### src/rtl/count_monitor.sv
// ---------------------------------------------------------------------------
// count_monitor
//
// Receive-side checker for a counter/d stream. On every clock it compares the
// sampled counter with the value implied by the previous sample:
//    previous d high -> counter must be previous counter + 1 (wrapping)
//    previous d low  -> counter must be unchanged
// After LOCK_CYCLES consecutive clean steps the monitor locks. While locked,
// each bad step is flagged, counted and drops the monitor back to resync.
//
// Ports
//    clk         rising-edge clock
//    rst         synchronous active-high reset
//    counter     observed counter value (CNT_W bits)
//    d           advance qualifier for the next step
//    clear       synchronous clear of err_sticky / err_count (FSM unaffected)
//    locked      high while the FSM is in LOCKED
//    err_pulse   one-cycle pulse per violation seen while locked
//    err_sticky  set on any violation, held until clear or rst
//    err_count   saturating violation counter (ERR_W bits)
//    wrap_pulse  one-cycle pulse on a clean all-ones -> zero step while locked
//
// Optional build macro: CNT_MON_CAPTURE_EN
//    When defined, adds bad_seen / bad_exp outputs holding the observed and
//    expected counter values of the most recent violation. Without the macro
//    these ports and their registers do not exist.
//
// All outputs are registered, so every decision shows up one cycle after the
// sample that caused it.
// ---------------------------------------------------------------------------
module count_monitor #(
   parameter int CNT_W       = 5,
   parameter int LOCK_CYCLES = 4,
   parameter int ERR_W       = 8
) (
   input  logic             clk,
   input  logic             rst,
   input  logic [CNT_W-1:0] counter,
   input  logic             d,
   input  logic             clear,
   output logic             locked,
   output logic             err_pulse,
   output logic             err_sticky,
   output logic [ERR_W-1:0] err_count,
   output logic             wrap_pulse
`ifdef CNT_MON_CAPTURE_EN
   ,
   output logic [CNT_W-1:0] bad_seen,
   output logic [CNT_W-1:0] bad_exp
`endif
);

   // good_cnt must be able to hold the value LOCK_CYCLES itself
   localparam int GW = (LOCK_CYCLES < 1) ? 1 : $clog2(LOCK_CYCLES + 1);
   localparam logic [GW-1:0] LOCK_TARGET = GW'(LOCK_CYCLES);

   typedef enum logic [1:0] {
      IDLE   = 2'd0,
      SYNC   = 2'd1,
      LOCKED = 2'd2
   } state_t;

   state_t           state;
   state_t           state_next;
   logic [GW-1:0]    good_cnt;
   logic [GW-1:0]    good_cnt_next;
   logic [CNT_W-1:0] prev_cnt;
   logic             prev_d;

   logic [CNT_W-1:0] expected;
   logic             good;
   logic             prev_all_ones;

   logic             err_event;
   logic             wrap_event;
   logic             err_sticky_next;
   logic [ERR_W-1:0] err_count_next;

   // The value the counter should show this cycle, derived only from the
   // previous sample. Wrapping falls out of the CNT_W-bit truncation.
   assign expected      = prev_d ? (prev_cnt + CNT_W'(1)) : prev_cnt;
   assign good          = (counter == expected);
   assign prev_all_ones = (prev_cnt == {CNT_W{1'b1}});

   // Next-state logic. IDLE only exists to take a first sample that has no
   // predecessor, so no check happens there. In SYNC a bad step silently
   // restarts the run of good steps; only LOCKED reports violations.
   always_comb begin
      state_next    = state;
      good_cnt_next = good_cnt;
      err_event     = 1'b0;
      wrap_event    = 1'b0;

      case (state)
         IDLE: begin
            state_next    = SYNC;
            good_cnt_next = '0;
         end

         SYNC: begin
            if (good) begin
               if (good_cnt >= (LOCK_TARGET - GW'(1))) begin
                  state_next    = LOCKED;
                  good_cnt_next = LOCK_TARGET;
               end else begin
                  good_cnt_next = good_cnt + GW'(1);
               end
            end else begin
               good_cnt_next = '0;
            end
         end

         LOCKED: begin
            if (good) begin
               wrap_event = prev_d && prev_all_ones;
            end else begin
               err_event     = 1'b1;
               state_next    = SYNC;
               good_cnt_next = '0;
            end
         end

         default: begin
            state_next    = IDLE;
            good_cnt_next = '0;
         end
      endcase
   end

   // Error bookkeeping. A violation in the same cycle as clear takes priority
   // so the violation is never lost: the count restarts at one rather than
   // zero. The counter saturates instead of wrapping so a flood of errors can
   // never read back as a small number.
   always_comb begin
      err_sticky_next = err_sticky;
      err_count_next  = err_count;

      if (err_event) begin
         err_sticky_next = 1'b1;
         if (clear) begin
            err_count_next = ERR_W'(1);
         end else if (err_count != {ERR_W{1'b1}}) begin
            err_count_next = err_count + ERR_W'(1);
         end
      end else if (clear) begin
         err_sticky_next = 1'b0;
         err_count_next  = '0;
      end
   end

   // State register and sample history. The history always follows the
   // observed stream, so after a bad step the monitor resynchronises to what
   // it actually saw rather than to what it expected.
   always_ff @(posedge clk) begin
      if (rst) begin
         state    <= IDLE;
         good_cnt <= '0;
         prev_cnt <= '0;
         prev_d   <= 1'b0;
      end else begin
         state    <= state_next;
         good_cnt <= good_cnt_next;
         prev_cnt <= counter;
         prev_d   <= d;
      end
   end

   // Registered outputs. locked tracks the next state so it rises and falls
   // on the same edge that the FSM enters or leaves LOCKED.
   always_ff @(posedge clk) begin
      if (rst) begin
         locked     <= 1'b0;
         err_pulse  <= 1'b0;
         wrap_pulse <= 1'b0;
         err_sticky <= 1'b0;
         err_count  <= '0;
      end else begin
         locked     <= (state_next == LOCKED);
         err_pulse  <= err_event;
         wrap_pulse <= wrap_event;
         err_sticky <= err_sticky_next;
         err_count  <= err_count_next;
      end
   end

`ifdef CNT_MON_CAPTURE_EN
   // Snapshot of the most recent violation. Like the error counter, a
   // violation coinciding with clear still loads the snapshot.
   always_ff @(posedge clk) begin
      if (rst) begin
         bad_seen <= '0;
         bad_exp  <= '0;
      end else if (err_event) begin
         bad_seen <= counter;
         bad_exp  <= expected;
      end else if (clear) begin
         bad_seen <= '0;
         bad_exp  <= '0;
      end
   end
`endif

endmodule

### config.mk
export PLATFORM = sky130hd
export DESIGN_NAME = count_monitor
export DESIGN_NICKNAME = d
export VERILOG_FILES = /design/src/rtl/count_monitor.sv
export SDC_FILE = /design/constraint.sdc
export NUM_CORES = 1
export LEC_CHECK = 0
export CORE_MARGIN = 2
export CORE_UTILIZATION = 49
export DETAILED_ROUTE_END_ITERATION = 10
export GPL_TIMING_DRIVEN = 1
export PLACE_DENSITY_LB_ADDON = 0.05
export RECOVER_POWER = 100
export SYNTH_ARGS = -nofsm -noshare
export SYNTH_HDL_FRONTEND = slang
export SYNTH_SLANG_ARGS = --single-unit
### constraint.sdc
create_clock -name clk -period 2.4 [get_ports clk]
set_input_delay 0.36 -clock clk [delete_from_list [all_inputs] [get_ports clk]]
set_output_delay 0.36 -clock clk [all_outputs]
set_load 0.01 [all_outputs]
==> reports/qor.yml <==
final_cell_area_um2: 1340
ys.warnings.count: 0
insertion_delay_ns: 0.31
power_leakage_uw: 0.000547
path_buf_inv: 0
syn-instance-count: 114
ys_types: 31
r2r_start: "prev_cnt[0]"
fmax_ghz: 0.443
final_common_cell: "dfxtp_1"
yosys.area_share.xor_xnor_pct: 6.64
ys_async_sr_fraction_pct: 0
final_cell_mix: "dfxtp_1 (23), dlygate4sd3_1 (12), a21oi_1 (11), nor2_1 (10)"
holdBufCountCts: 0
rows: 16
synth-seq-area-share_pct: 43.6
required_ns: 2.65
synth_top_flop_cell: "dfxtp_1"
fin_nets: 153
cts_resized: 0
cp.arrival_ns: 2.50
totalWireLength_um: 1900
muxShareOfSynthArea_pct: 1.90
cap_viol_max_count: 0
fin_skew_ns: 0.00579
crit_end: "err_count[0]"
grt_pass1_vias: 823
critPathMaxStageDelay_ns: 0.37
drtIter0Drc: 9
ir_drop_v: 0.000412
pin_count: 21
dp_hpwl_um: 1440
cts_tree: "built"
vias: 881
synth_compound_area_share_pct: 17.8
stdcell_count: 165
fin_util_pct: 67.0
gp_congestion: 0.773
p_per_area_nw_per_um2: 474
hold_viol: 0
cts_root_buffer: "clkbuf_4"
outcome: "finished, final reports clean"
viasPerCell: 5.34
cts_max_path_buffers: 2
syn-num-nets: 128
ant_nets: 0
syn_area_um2: 1060
grt_pass1_wl_um: 3370
rsz0062_at_grt: "yes"
syn_area_per_cell_um2: 9.26
synth_top_family_by_area: "simple AND/OR/NAND/NOR gates"
slew_headroom_pct: 71.7
cp_cell_sequence: "ha_1, and3_1, ha_1, xnor2_1, nand3_1, a211oi_4, a21oi_2, or3b_1, a21oi_1"
worst_pin_slew_ns: 0.423
die_w_um: 50.4
synthAdderAreaFrac_pct: 5.92
hold_class: "register to register"
path_depth: 9
critical_path.startpoint_type: "register"
setup_viol: 0
place_inst: 161
numCtsBuffers: 3
wl_per_cell_um: 11.5
drt-pass1-iter-count: 4
gr-total-overflow: 0
yosys.area_share.simple_pct: 23.1
final.period_utilization_pct: 94.0
clk_pin_slew_worst_paths_ns: 0.13
antenna_cells: 0
slew_violations: 0
dieArea_um2: 2540
drive_above_1_share_pct: 10.1
place_area_um2: 1290
postCtsSetupRepairBufs: 0
antenna_found_initial: 0
track_usage_pct: 17.1
post-route-drc-count: 0
crit_top_cell: "ha_1"
crit_type: "register to register"
synth_edf_count: 0
ff2ff_setup_slack_ns: 0.14
endpoint_kind: "register"
reg2reg_to: "err_count[0]"
r2r_cells: 9
crit_path_top_delay_cell: "dfxtp_1"
core_area_um2: 2000
cp_max_fo: 3
die_h_um: 50.4
portBuffers: 20
grt_max_degree: 15
crit_family: "simple AND/OR/NAND/NOR gates"
initial_core_util_pct: 52.8
fin_crit_ns: 2.26
h-tree-depth: 1
syn_to_final_growth_pct: 27.0
critPathLaunch: "prev_cnt[0]"
cts_num_sinks: 23
synth-seq-cells: 23
## routing by layer
metal | vias up | wire length (µm) | global-route usage, %
li1 | 459 | - | -
met1 | 404 | 892 | 20.7
met2 | 16 | 908 | 30.0
met3 | 2 | 84 | 2.68
met4 | 0 | 15 | 7.21
met5 | - | 0 | 0
## state kept, by name, summed over array words and instances (netlist names)
register    cells
err_count       8
err_pulse       1
err_sticky      1
good_cnt        3
locked          1
prev_cnt        5
prev_d          1
state           2
wrap_pulse      1
## how the worst min path moves through the flow
stage                           from          to  slack [ns]  cells after the start
after floorplan               prev_d  wrap_pulse        0.48                      2
after global placement    err_sticky  err_sticky        0.46                      2
after detailed placement  err_sticky  err_sticky        0.47                      2
after CTS                 err_sticky  err_sticky        0.49                      2
after global routing      err_sticky  err_sticky        0.52                      2
final                     err_sticky  err_sticky        0.48                      2
## logic make-up (layout without fill, tap and decap cells)
family | after synthesis | in the layout
simple gates | 45 | 45
compound gates | 28 | 28
flops | 23 | 23
xor+xnor | 8 | 8
fa+ha+maj | 5 | 5
buf+inv | 3 | 27
mux | 2 | 2
## cell usage after synthesis, types with 2 or more instances
master	count	area [µm²]
nor3_1	2	10.0
nand3_1	3	15.0
a311oi_1	3	26.3
nand4_1	2	12.5
xor2_1	3	26.3
o21ai_0	3	15.0
a31o_2	3	26.3
xnor2_1	5	43.8
nor2_1	10	37.5
inv_1	2	7.51
mux2i_1	2	20.0
a21oi_1	12	60.1
nand2_1	5	18.8
dfxtp_1	23	460
nor2b_1	8	50.1
and3_1	5	31.3
nand2b_1	5	31.3
ha_1	5	62.6
## stage by stage
| step | TNS (ns) | hold slack, ns | power [µW] | setup slack [ns] |
|---|---|---|---|---|
| finish | 0 | 0.481 | 635 | 0.145 |
| global route | -0.0381 | 0.523 | 663 | -0.0336 |
| CTS | 0 | 0.487 | 638 | 0.161 |
| detailed placement | 0 | 0.467 | 458 | 0.0885 |
| global placement | 0 | 0.461 | 456 | 0.150 |
| floorplan | 0 | 0.482 | 435 | 0.297 |
## area by class of cell
cell class                      count  area, µm²
Clock buffer                        3       22.5
Inverter                            2       7.51
Multi-Input combinational cell     88        602
Fill cell                         190        661
Timing Repair Buffer               21        208
Clock inverter                      1       7.51
Tap cell                           27       33.8
Sequential cell                    23        460
## where the power goes
| group | switching, µW | total (µW) | internal, µW |
|---|---|---|---|
| clock | 119 | 183 | 63.4 |
| combinational | 26.8 | 57.5 | 30.6 |
| sequential | 6.58 | 395 | 388 |
## tightest hold or removal path, stage by stage (launching register included)
cell	delay, ns
dfxtp_1	0.33
nand2b_1	0.06
a21oi_1	0.06
No activity file was read; power rests on OpenSTA's default activity.
